### src/rtl/and_output_collector_pkg.sv
// Shared types for the AND-output collector.
//   and_out_word_t   : one packed word of samples (default configuration, 8 bits)
//   and_out_len_t    : count of valid bits in a word (0..WORD_W)
//   and_out_entry_t  : FIFO entry layout {len, data}
//   and_out_state_e  : packer FSM states
package and_output_pkg_hdl;

    localparam int AO_WORD_W = 8;
    localparam int AO_LEN_W  = $clog2(AO_WORD_W + 1);

    typedef logic [AO_WORD_W-1:0] and_out_word_t;
    typedef logic [AO_LEN_W-1:0]  and_out_len_t;

    typedef struct packed {
        and_out_len_t  len;
        and_out_word_t data;
    } and_out_entry_t;

    typedef enum logic {
        AO_IDLE = 1'b0,
        AO_FILL = 1'b1
    } and_out_state_e;

endpackage

### src/rtl/and_output_fifo.sv
// Synchronous FIFO with first-word-fall-through read.
// Ports:
//   clk, rst   : clock, synchronous active-high reset (pointers/flags only)
//   push       : write push_data this cycle (ignored when full and not popping)
//   push_data  : entry to store
//   pop        : consume the head entry (ignored when empty)
//   pop_data   : head entry, forced to zero while empty
//   full/empty : registered occupancy flags
module and_output_fifo #(
    parameter int W     = 12,
    parameter int DEPTH = 4
) (
    input  logic         clk,
    input  logic         rst,
    input  logic         push,
    input  logic [W-1:0] push_data,
    input  logic         pop,
    output logic [W-1:0] pop_data,
    output logic         full,
    output logic         empty
);

    localparam int AW = $clog2(DEPTH);
    localparam int PW = AW + 1;

    logic [W-1:0]  mem [DEPTH];
    logic [PW-1:0] wr_q, rd_q, wr_n, rd_n;
    logic          full_q, empty_q;
    logic          do_push, do_pop;

    assign do_pop  = pop && !empty_q;
    // A full FIFO can still take a word when the head leaves in the same cycle.
    assign do_push = push && (!full_q || do_pop);

    assign wr_n = wr_q + PW'(do_push);
    assign rd_n = rd_q + PW'(do_pop);

    always_ff @(posedge clk) begin
        if (rst) begin
            wr_q    <= '0;
            rd_q    <= '0;
            full_q  <= 1'b0;
            empty_q <= 1'b1;
        end else begin
            wr_q    <= wr_n;
            rd_q    <= rd_n;
            // Same index with differing wrap bit means DEPTH entries held.
            full_q  <= (wr_n[AW-1:0] == rd_n[AW-1:0]) && (wr_n[AW] != rd_n[AW]);
            empty_q <= (wr_n == rd_n);
        end
    end

    always_ff @(posedge clk) begin
        if (do_push) begin
            mem[wr_q[AW-1:0]] <= push_data;
        end
    end

    assign pop_data = empty_q ? '0 : mem[rd_q[AW-1:0]];
    assign full     = full_q;
    assign empty    = empty_q;

endmodule

### src/rtl/and_output_collector.sv
// Collects the 1-bit AND gate output into LSB-first words, buffers them in a
// FIFO and streams them out over valid/ready. Keeps saturating statistics.
// Ports:
//   clk, rst          : clock, synchronous active-high reset
//   in_valid, in_y    : sample strobe and sample value
//   flush             : emit the partial word now (zero-padded above m_len)
//   m_valid, m_ready  : output stream handshake
//   m_data, m_len     : packed word and number of valid bits in it
//   full, empty       : FIFO occupancy flags
//   ones_cnt          : accepted samples equal to 1 (saturating)
//   drop_cnt          : words lost to FIFO overflow (saturating)
module and_output_collector
    import and_output_pkg_hdl::*;
#(
    parameter int WORD_W = 8,
    parameter int DEPTH  = 4,
    parameter int CNT_W  = 16
) (
    input  logic                         clk,
    input  logic                         rst,
    input  logic                         in_valid,
    input  logic                         in_y,
    input  logic                         flush,
    output logic                         m_valid,
    input  logic                         m_ready,
    output logic [WORD_W-1:0]            m_data,
    output logic [$clog2(WORD_W+1)-1:0]  m_len,
    output logic                         full,
    output logic                         empty,
    output logic [CNT_W-1:0]             ones_cnt,
    output logic [CNT_W-1:0]             drop_cnt
);

    localparam int LEN_W = $clog2(WORD_W + 1);
    localparam int ENT_W = LEN_W + WORD_W;

    function automatic logic [CNT_W-1:0] sat_inc(input logic [CNT_W-1:0] v);
        return (&v) ? v : v + 1'b1;
    endfunction

    and_out_state_e    state_q, state_n;
    logic [LEN_W-1:0]  cnt_q, cnt_s, cnt_n;
    logic [WORD_W-1:0] word_q, word_n;
    logic              push, pop, accept;
    logic [ENT_W-1:0]  head;

    // Packer: fold in this cycle's sample first, then decide whether the word
    // is complete or being flushed. A word is cleared when its first sample
    // arrives, so bits above cnt are always zero.
    always_comb begin
        word_n = word_q;
        cnt_s  = cnt_q;
        if (in_valid) begin
            if (state_q == AO_IDLE) begin
                word_n = '0;
            end
            for (int i = 0; i < WORD_W; i++) begin
                if (cnt_q == LEN_W'(i)) begin
                    word_n[i] = in_y;
                end
            end
            cnt_s = cnt_q + 1'b1;
        end
        push    = (cnt_s == LEN_W'(WORD_W)) || (flush && (cnt_s != '0));
        cnt_n   = push ? '0 : cnt_s;
        state_n = (cnt_n == '0) ? AO_IDLE : AO_FILL;
    end

    always_ff @(posedge clk) begin
        if (rst) begin
            state_q <= AO_IDLE;
            cnt_q   <= '0;
        end else begin
            state_q <= state_n;
            cnt_q   <= cnt_n;
        end
    end

    always_ff @(posedge clk) begin
        word_q <= word_n;
    end

    assign m_valid = !empty;
    assign pop     = m_valid && m_ready;
    assign accept  = !full || pop;

    always_ff @(posedge clk) begin
        if (rst) begin
            ones_cnt <= '0;
            drop_cnt <= '0;
        end else begin
            if (in_valid && in_y) begin
                ones_cnt <= sat_inc(ones_cnt);
            end
            if (push && !accept) begin
                drop_cnt <= sat_inc(drop_cnt);
            end
        end
    end

    and_output_fifo #(
        .W     (ENT_W),
        .DEPTH (DEPTH)
    ) u_fifo (
        .clk       (clk),
        .rst       (rst),
        .push      (push),
        .push_data ({cnt_s, word_n}),
        .pop       (pop),
        .pop_data  (head),
        .full      (full),
        .empty     (empty)
    );

    assign m_len  = head[ENT_W-1:WORD_W];
    assign m_data = head[WORD_W-1:0];

endmodule

### config.mk
export PLATFORM = sky130hd
export DESIGN_NAME = and_output_collector
export DESIGN_NICKNAME = d
export VERILOG_FILES = /design/src/rtl/and_output_collector_pkg.sv /design/src/rtl/and_output_fifo.sv /design/src/rtl/and_output_collector.sv
export SDC_FILE = /design/constraint.sdc
export NUM_CORES = 1
export LEC_CHECK = 0
export CORE_MARGIN = 2
export CORE_UTILIZATION = 50
export DETAILED_ROUTE_END_ITERATION = 8
export GPL_ROUTABILITY_DRIVEN = 0
export PLACE_DENSITY = 0.79
export RECOVER_POWER = 50
export REMOVE_ABC_BUFFERS = 1
export SKIP_LAST_GASP = 1
export SLEW_MARGIN = 10
export SYNTH_ARGS = -nofsm -noshare
export SYNTH_HDL_FRONTEND = slang
export SYNTH_SLANG_ARGS = --single-unit
### constraint.sdc
create_clock -name clk -period 3.25 [get_ports clk]
set_input_delay 0.65 -clock clk [delete_from_list [all_inputs] [get_ports clk]]
set_output_delay 0.65 -clock clk [all_outputs]
set_load 0.05 [all_outputs]
Word-level counts from Yosys, hierarchy flattened. Memories as Yosys holds them, arrays and structs flattened. A register that Yosys moved wholly into a read port is not among the register bits. Cells that the tools add are included.

Memory bits (writable): 48. Input port bits: 6. Memories kept: 1. Logic and storage cells: 65. Register bits after elaboration: 53. Output and inout bits: 47.

Memories: u_fifo.mem (depth 4, bits a word 12, rd ports 1, clocked after Yosys merged registers in 1, wr ports 1, RTL line and_output_fifo.sv:26) `logic [W-1:0] mem [DEPTH];`.

Reductions and logical operators: 20. Equal/unequal tests: 11. Bitwise operators: 2. Add/subtract/negate cells: 5. Muxes and demuxes: 17.

Operators with widths (count): $add 16x1->16 const B (2); $reduce_and 16->1 (2); $eq 4x3->1 const B (4); $mux 8 (2); $mux 12 (1); $mux 1 (11); $eq 4x2->1 const B (2); $logic_not 4->1 (2); $mux 4 (2); $logic_and 1x1->1 (7); $add 3x1->3 (2); $add 4x1->4 const B (1); $eq 4x1->1 const B (1); $eq 4x4->1 const B (1); $reduce_and 2->1 (2); $reduce_bool 4->1 (1); $eq 3x3->1 (1); $logic_not 1->1 (3); $logic_or 1x1->1 (3); $eq 2x2->1 (1); $mux 2 (1); $not 1->1 (2); $ne 1x1->1 (1).

Logic depth before layout (Yosys ltp). Gate-level depths: netlist (run 1).

Word-level depth: 9. Depth in mapped cells: 11. Gate-level depth less buffers: 10.

Modules after synthesis. From an unflattened synthesis (run 1), not the netlist that was laid out.

Cells, all modules: 380. Area total of the unflattened synthesis: 4481.8 um^2.

By module, submodules not included: and_output_collector (area each 2326.0 um^2, cells each 271, times used 1); and_output_fifo (area each 2155.8 um^2, cells each 109, times used 1).

Least setup slack after synthesis (run 1). No wires, ideal clock.

Path type: in2reg. Start point: input port in_valid. End point: memory u_fifo.mem[0][0], enable pin. Buffers on the path: 1. Required time: 2838 ps. Library setup time: 412 ps. Data arrival time: 2891 ps. Cell stages on the path: 5. Slack: -54 ps. Cells stage by stage: buf_6 -> or4_4 -> o311ai_4 -> o21ai_2 -> nor4_1.

Cells in the longest elaborated chain, start to end: 7.

Ends and longest elaborated chain: from (decl) (RTL line and_output_collector.sv:21) `input logic in_valid,`; $mux 4 * (RTL line and_output_collector.sv:53) `if (in_valid) begin`; $reduce_bool 4->1 (RTL line and_output_collector.sv:64) `push = (cnt_s == LEN_W'(WORD_W)) || (flush && (cnt_s != '0));`; $logic_and 1x1->1 (RTL line and_output_collector.sv:64); $logic_or 1x1->1 * (RTL line and_output_collector.sv:64); $logic_and 1x1->1 * (RTL line and_output_fifo.sv:33) `assign do_push = push && (!full_q || do_pop);`; $mux 1 * (RTL line and_output_fifo.sv:54) `if (do_push) begin`; $mux 1 (not written as such) * (RTL line and_output_fifo.sv:55) `mem[wr_q[AW-1:0]] <= push_data;`; to (decl) (RTL line and_output_fifo.sv:26).

Every way passes the cells marked *; elsewhere a longest branch is shown, timed or not.

==> flow_summary.yaml, run 1 <==
die:
  fp-row-count: 34
  ios: 53
  fp.coreArea_sq_um: 8763
  initial_core_util_pct: 51.71
  fp.dieW_um: 99.21
  dieArea_sq_um: 9842
  fp.dieH_um: 99.21
layout:
  final_common_cell: "dfxtp_1"
  fin_area_sq_um: 5411
  fillers: 714
  final_cell_mix: "53 x dfxtp_1, 48 x edfxtp_1, 44 x nand2_1"
  nets: 464
  layout-drive-gt1-share_pct: 10.38
  n_antenna_cell: 0
  area_growth_pct: 19.41
worst_setup_path:
  cp_max_fo: 13
  cp-end-kind: "output port"
  cp-start-kind: "flip-flop"
  cp_data_arrival_time_ns: 2.40
  crit_required_ns: 2.60
  critPathKind: "flip-flop to output port"
power_and_ir_drop:
  p_seq_share_pct: 48.7
  p_int_w: 0.002041
  max-vdd-ir-drop_mv: 0.2325
  clock_power_share_pct: 28.2
  fin_total_pwr_w: 0.002946
  power_switching_w: 0.0009048
  comb_power_share_pct: 23.1
  p_per_area_nw_per_um2: 544.4
  p_sw_share_pct: 30.72
  leakage_nw: 1.923
yosys:
  yosysSeqAreaShare_pct: 55.22
  synthAdderAreaFrac_pct: 2.761
  ys_ff_latch: 101
  synth-edff-count: 48
  netlist_area_sq_um: 4532
  ys_types: 53
  synth_xor_area_share_pct: 4.445
  avgSynthCellArea_sq_um: 11.68
  synth-simple-area-share_pct: 18.75
  synth_warnings: 0
  ys.flop_type: "dfxtp_1"
  ys_async_sr_fraction_pct: 0
  synth_top_family_by_area: "simple AND/OR/NAND/NOR gates"
  synthMuxAreaShare_pct: 7.399
  syn_inst: 388
  synth-compound-area-share_pct: 8.780
drt:
  drcViolationCount: 0
  post_drt_wl_per_cell_um: 15.72
  drtIter0Drc: 140
  ant_nets: 0
  firstDrtPassIters: 4
  vias_per_cell: 5.676
  wl_mm: 8.818
  vias: 3184
timing:
  maxSlewHeadroom_pct: 42.87
  min_period_over_period_pct: 93.85
  fin_ws_ns: 0.1999
  slew_violations: 0
  post-route-min-period_ns: 3.050
  max_slew.worst_pin.slew_ns: 0.8541
  fmax_ghz: 0.3279
  fin_setup_tns_ns: 0
  rsz0062_at_grt: "no"
  finalHoldViolations: 0
  finalClockSkew_ns: 0.008551
  setup_violations: 0
clocking:
  cts_tree: "yes"
  cts_resized: 0
  clock_latency_ns: 0.37
  post_cts_hold_buffer_count: 0
  ctsLongestPathBuffers: 2
  postCtsSetupBuffers: 0
  numCtsBuffers: 9
  clk_pin_slew_worst_paths_ns: 0.10
  root_buffer: "clkbuf_8"
  htreeDepth: 3
  cts.sinks: 101
job:
  drv_cap: 0
worst_hold_path:
  hold_path.class: "flip-flop to flip-flop"
place:
  dp_hpwl_mm: 5.997
  place_ws_ns: 0.06718
  place_area_sq_um: 5216
  io_buffers: 52
grt:
  overflow: 0
  antenna_found_initial: 0
  grt_usage_pct: 18.77
  grt_max_degree: 25
  grt_pass1_vias: 3057
  grt_pass1_wl_mm: 14.58
run_status:
  status: "finished, final reports clean"
-- per-stage QoR --
stage / hold slack (ns) / cells / util (%)
6_report: 0.5188 / 561 / 61.75
5_1_grt: 0.5556 / 561 / 61.75
4_1_cts: 0.5207 / 561 / 61.92
3_5_place_dp: 0.5055 / 545 / 59.52
3_3_place_gp: 0.4882 / 545 / 59.52
2_1_floorplan: 0.4888 / 371 / -
-- final timing paths --
check | end | cells after the start | slack, ns | start
setup / recovery | m_len[1] | 3 | 0.20 | u_fifo.rd_q[1]$_SDFF_PP0_
hold / removal | drop_cnt[7]$_SDFFE_PP0P_ | 2 | 0.52 | drop_cnt[7]$_SDFFE_PP0P_
setup reg to reg | u_fifo.empty$_SDFF_PP1_ | 10 | 0.59 | cnt_q[0]$_SDFF_PP0_
hold reg to reg | drop_cnt[7]$_SDFFE_PP0P_ | 2 | 0.52 | drop_cnt[7]$_SDFFE_PP0P_
-- power groups by stage --
stage          sequential, W  combinational, W  clock, W
5_1_grt              0.00144          0.000725  0.000897
4_1_cts              0.00144          0.000695  0.000845
3_3_place_gp         0.00146          0.000681         0
2_1_floorplan        0.00150          0.000427         0
3_5_place_dp         0.00147          0.000693         0
6_report             0.00144          0.000680  0.000830
-- layer usage --
metal	share of wire (%)	global-route usage, %
met3	3.8	4.006
met5	0	0
met1	45	23.99
met2	50	31.03
met4	1.9	8.114
-- final cells by class --
| type | instances | area (sq um) | share of cell area [%] |
|---|---|---|---|
| Inverter | 10 | 37.54 | 0.6936 |
| Timing Repair Buffer | 66 | 610.6 | 11.28 |
| Clock inverter | 7 | 86.33 | 1.595 |
| Clock buffer | 9 | 123.9 | 2.289 |
| Multi-Input combinational cell | 260 | 1916 | 35.40 |
| Tap cell | 108 | 135.1 | 2.497 |
| Sequential cell | 101 | 2502 | 46.24 |
-- flip-flops by register name, indices dropped and copies added (netlist names) --
name / cells
cnt_q: 4
u_fifo.empty: 1
drop_cnt: 16
u_fifo.rd_q: 3
u_fifo.mem: 48
state_q: 1
word_q: 8
ones_cnt: 16
u_fifo.wr_q: 3
u_fifo.full: 1
-- critical path, cell delays in order, from the launching register on --
cell and delay [ns]:
dfxtp_1 0.76, mux4_2 0.42, and2_1 0.17, clkdlybuf4s50_1 0.69
-- synth_stat cells, types with 4 or more instances --
library cell / count / area share (%)
mux4_2: 12 / 6.0
nand3_1: 8 / 0.88
or4_1: 4 / 0.66
and2_1: 17 / 2.3
nor4_1: 6 / 0.83
nor3b_1: 5 / 0.83
dfxtp_1: 53 / 23
ha_1: 10 / 2.8
xnor2_1: 12 / 2.3
nor3_1: 7 / 0.77
or3_1: 5 / 0.69
nor2_1: 29 / 2.4
o31ai_1: 8 / 1.3
edfxtp_1: 48 / 32
clkbuf_1: 11 / 0.91
nand4_1: 7 / 0.97
a21oi_1: 11 / 1.2
nand2_1: 44 / 3.6
nor2b_1: 9 / 1.2
xor2_1: 11 / 2.1
o21ai_0: 7 / 0.77
a22o_1: 8 / 1.5
inv_1: 10 / 0.83
-- cells by family after synthesis --
group / count (synthesis)
and+or+nand+nor: 160
DFF: 101
AOI/OAI and AO/OA: 49
buffers and inverters: 27
xor gates and xnor gates: 23
muxes: 18
adders and majority gates: 10
No activity file was read; power rests on OpenSTA's default activity.
==> inputs of run 2 (changes only) <==
- CORE_ASPECT_RATIO: not set -> 0.75
==> flow_summary.yaml, run 2 (synthesis results as in run 1) <==
grt:
  met1_usage_pct: 25.39
  grt_max_degree: 29
  overflow: 0
  antenna_found_initial: 0
  grt_busiest_layer: "met2"
  grt_pass1_vias: 3129
  use_met2_pct: 31.01
  gr-usage-met3_pct: 5.315
  grt_usage_pct: 19.42
  grt_pass1_wl_mm: 14.79
clocking:
  cts_tree: "yes"
  cts_resized: 0
  htreeDepth: 3
  postCtsSetupBuffers: 0
  numCtsBuffers: 9
  ctsLongestPathBuffers: 2
  clk_pin_slew_worst_paths_ns: 0.07
  root_buffer: "clkbuf_16"
  cts.sinks: 101
  clock_latency_ns: 0.35
  post_cts_hold_buffer_count: 0
layout:
  multi_input_area_sq_um: 1916
  area_growth_pct: 21.54
  layout-drive-gt1-share_pct: 10.38
  fin_area_sq_um: 5508
  largest_reg_flops: 48
  n_antenna_cell: 0
  fin_cells: 565
  nets: 464
  fillers: 725
  regArea_sq_um: 2502
  final_common_cell: "dfxtp_1"
  final_cell_mix: "53 x dfxtp_1, 48 x edfxtp_1, 44 x nand2_1"
worst_setup_path:
  cp_max_fo: 12
  r2r-start: "cnt_q[0]$_SDFF_PP0_"
  crit_chain: "buf_4, mux4_2, and2_1, clkdlybuf4s50_1"
  cp-end-kind: "output port"
  r2r_end: "u_fifo.empty$_SDFF_PP1_"
  critPathKind: "flip-flop to output port"
  crit_required_ns: 2.60
  max_stage_delay_ns: 0.70
  r2r_slack_ns: 0.62
  cp-start-kind: "flip-flop"
  crit_start: "u_fifo.rd_q[0]$_SDFF_PP0_"
  endpoint: "m_data[7]"
  cp_data_arrival_time_ns: 2.37
  reg2reg_depth: 10
  crit_slowest_cell: "clkdlybuf4s50_1"
timing:
  slew_violations: 0
  post-route-min-period_ns: 3.025
  fin_setup_tns_ns: 0
  maxSlewHeadroom_pct: 60.40
  rsz0062_at_grt: "no"
  min_period_over_period_pct: 93.08
  fmax_ghz: 0.3306
  max_slew.worst_pin.slew_ns: 0.5932
  setup_violations: 0
  hold_ws_ns: 0.5120
  finalHoldViolations: 0
  finalClockSkew_ns: 0.007901
drt:
  ant_nets: 0
  wl_mm: 8.999
  vias_per_cell: 5.641
  drtIter0Drc: 160
  post_drt_wl_per_cell_um: 15.93
  vias: 3187
  drcViolationCount: 0
  firstDrtPassIters: 4
run_status:
  status: "finished, final reports clean"
power_and_ir_drop:
  p_seq_share_pct: 45.3
  p_per_area_nw_per_um2: 575.9
  clock_power_share_pct: 33.3
  p_sw_share_pct: 28.47
  max-vdd-ir-drop_mv: 0.2382
  p_int_w: 0.002269
  fin_total_pwr_w: 0.003172
  power_switching_w: 0.0009031
  comb_power_share_pct: 21.4
  leakage_nw: 2.012
place:
  io_buffers: 52
  dp_cells: 549
  dp_hpwl_mm: 6.094
  place_area_sq_um: 5221
die:
  dieArea_sq_um: 9849
  ios: 53
  fp.dieH_um: 86.45
  initial_core_util_pct: 50.73
  fp.dieW_um: 113.9
  fp-row-count: 30
  fp.coreArea_sq_um: 8934
worst_hold_path:
  hold_path.class: "flip-flop to flip-flop"
job:
  drv_cap: 0
## run 2: area by class of cell
| cell class | count | share of cell area (%) |
|---|---|---|
| sequential | 101 | 45.43 |
| clock buffer | 11 | 4.225 |
| timing repair buffer | 66 | 11.22 |
| tap | 112 | 2.544 |
| multi-input combinational | 260 | 34.78 |
| clock inverter | 5 | 1.113 |
| inverter | 10 | 0.6815 |
## run 2: worst min path at each step
stage,from,to,slack (ns),cells past startpoint
floorplan,u_fifo.rd_q[2]$_SDFF_PP0_,u_fifo.rd_q[2]$_SDFF_PP0_,0.49,2
global placement,drop_cnt[9]$_SDFFE_PP0P_,drop_cnt[9]$_SDFFE_PP0P_,0.49,2
detailed placement,drop_cnt[7]$_SDFFE_PP0P_,drop_cnt[7]$_SDFFE_PP0P_,0.50,2
CTS,drop_cnt[7]$_SDFFE_PP0P_,drop_cnt[7]$_SDFFE_PP0P_,0.51,2
global route,drop_cnt[7]$_SDFFE_PP0P_,drop_cnt[7]$_SDFFE_PP0P_,0.54,2
finish,drop_cnt[7]$_SDFFE_PP0P_,drop_cnt[7]$_SDFFE_PP0P_,0.51,2
## run 2: critical path: cells and delay by family, from the launching register on
| family | cells | cell delay, ns |
|---|---|---|
| flops | 1 | 0.34 |
| mux | 1 | 0.53 |
| simple gates | 1 | 0.18 |
| buf+inv | 2 | 0.96 |
## run 2: power by group through the flow
stage          registers [W]  clock network, W  logic [W]
3_3_place_gp         0.00146                 0   0.000678
3_5_place_dp         0.00146                 0   0.000695
4_1_cts              0.00144           0.00107   0.000697
6_report             0.00144           0.00106   0.000679
2_1_floorplan        0.00150                 0   0.000427
5_1_grt              0.00144           0.00112   0.000728
## run 2: metrics by stage
stage / setup slack [ns] / utilization (%)
after floorplan: 0.06340 / -
after global placement: 0.1865 / 58.45
after detailed placement: 0.1246 / 58.45
after CTS: 0.1920 / 61.74
after global routing: 0.1484 / 61.65
final: 0.2250 / 61.65
## run 2: per-layer routing
layer | vias to the layer above | share of wire, %
li1 | 1543 | -
met1 | 1545 | 47
met2 | 85 | 47
met3 | 14 | 4.6
met4 | 0 | 1.5
met5 | - | 0
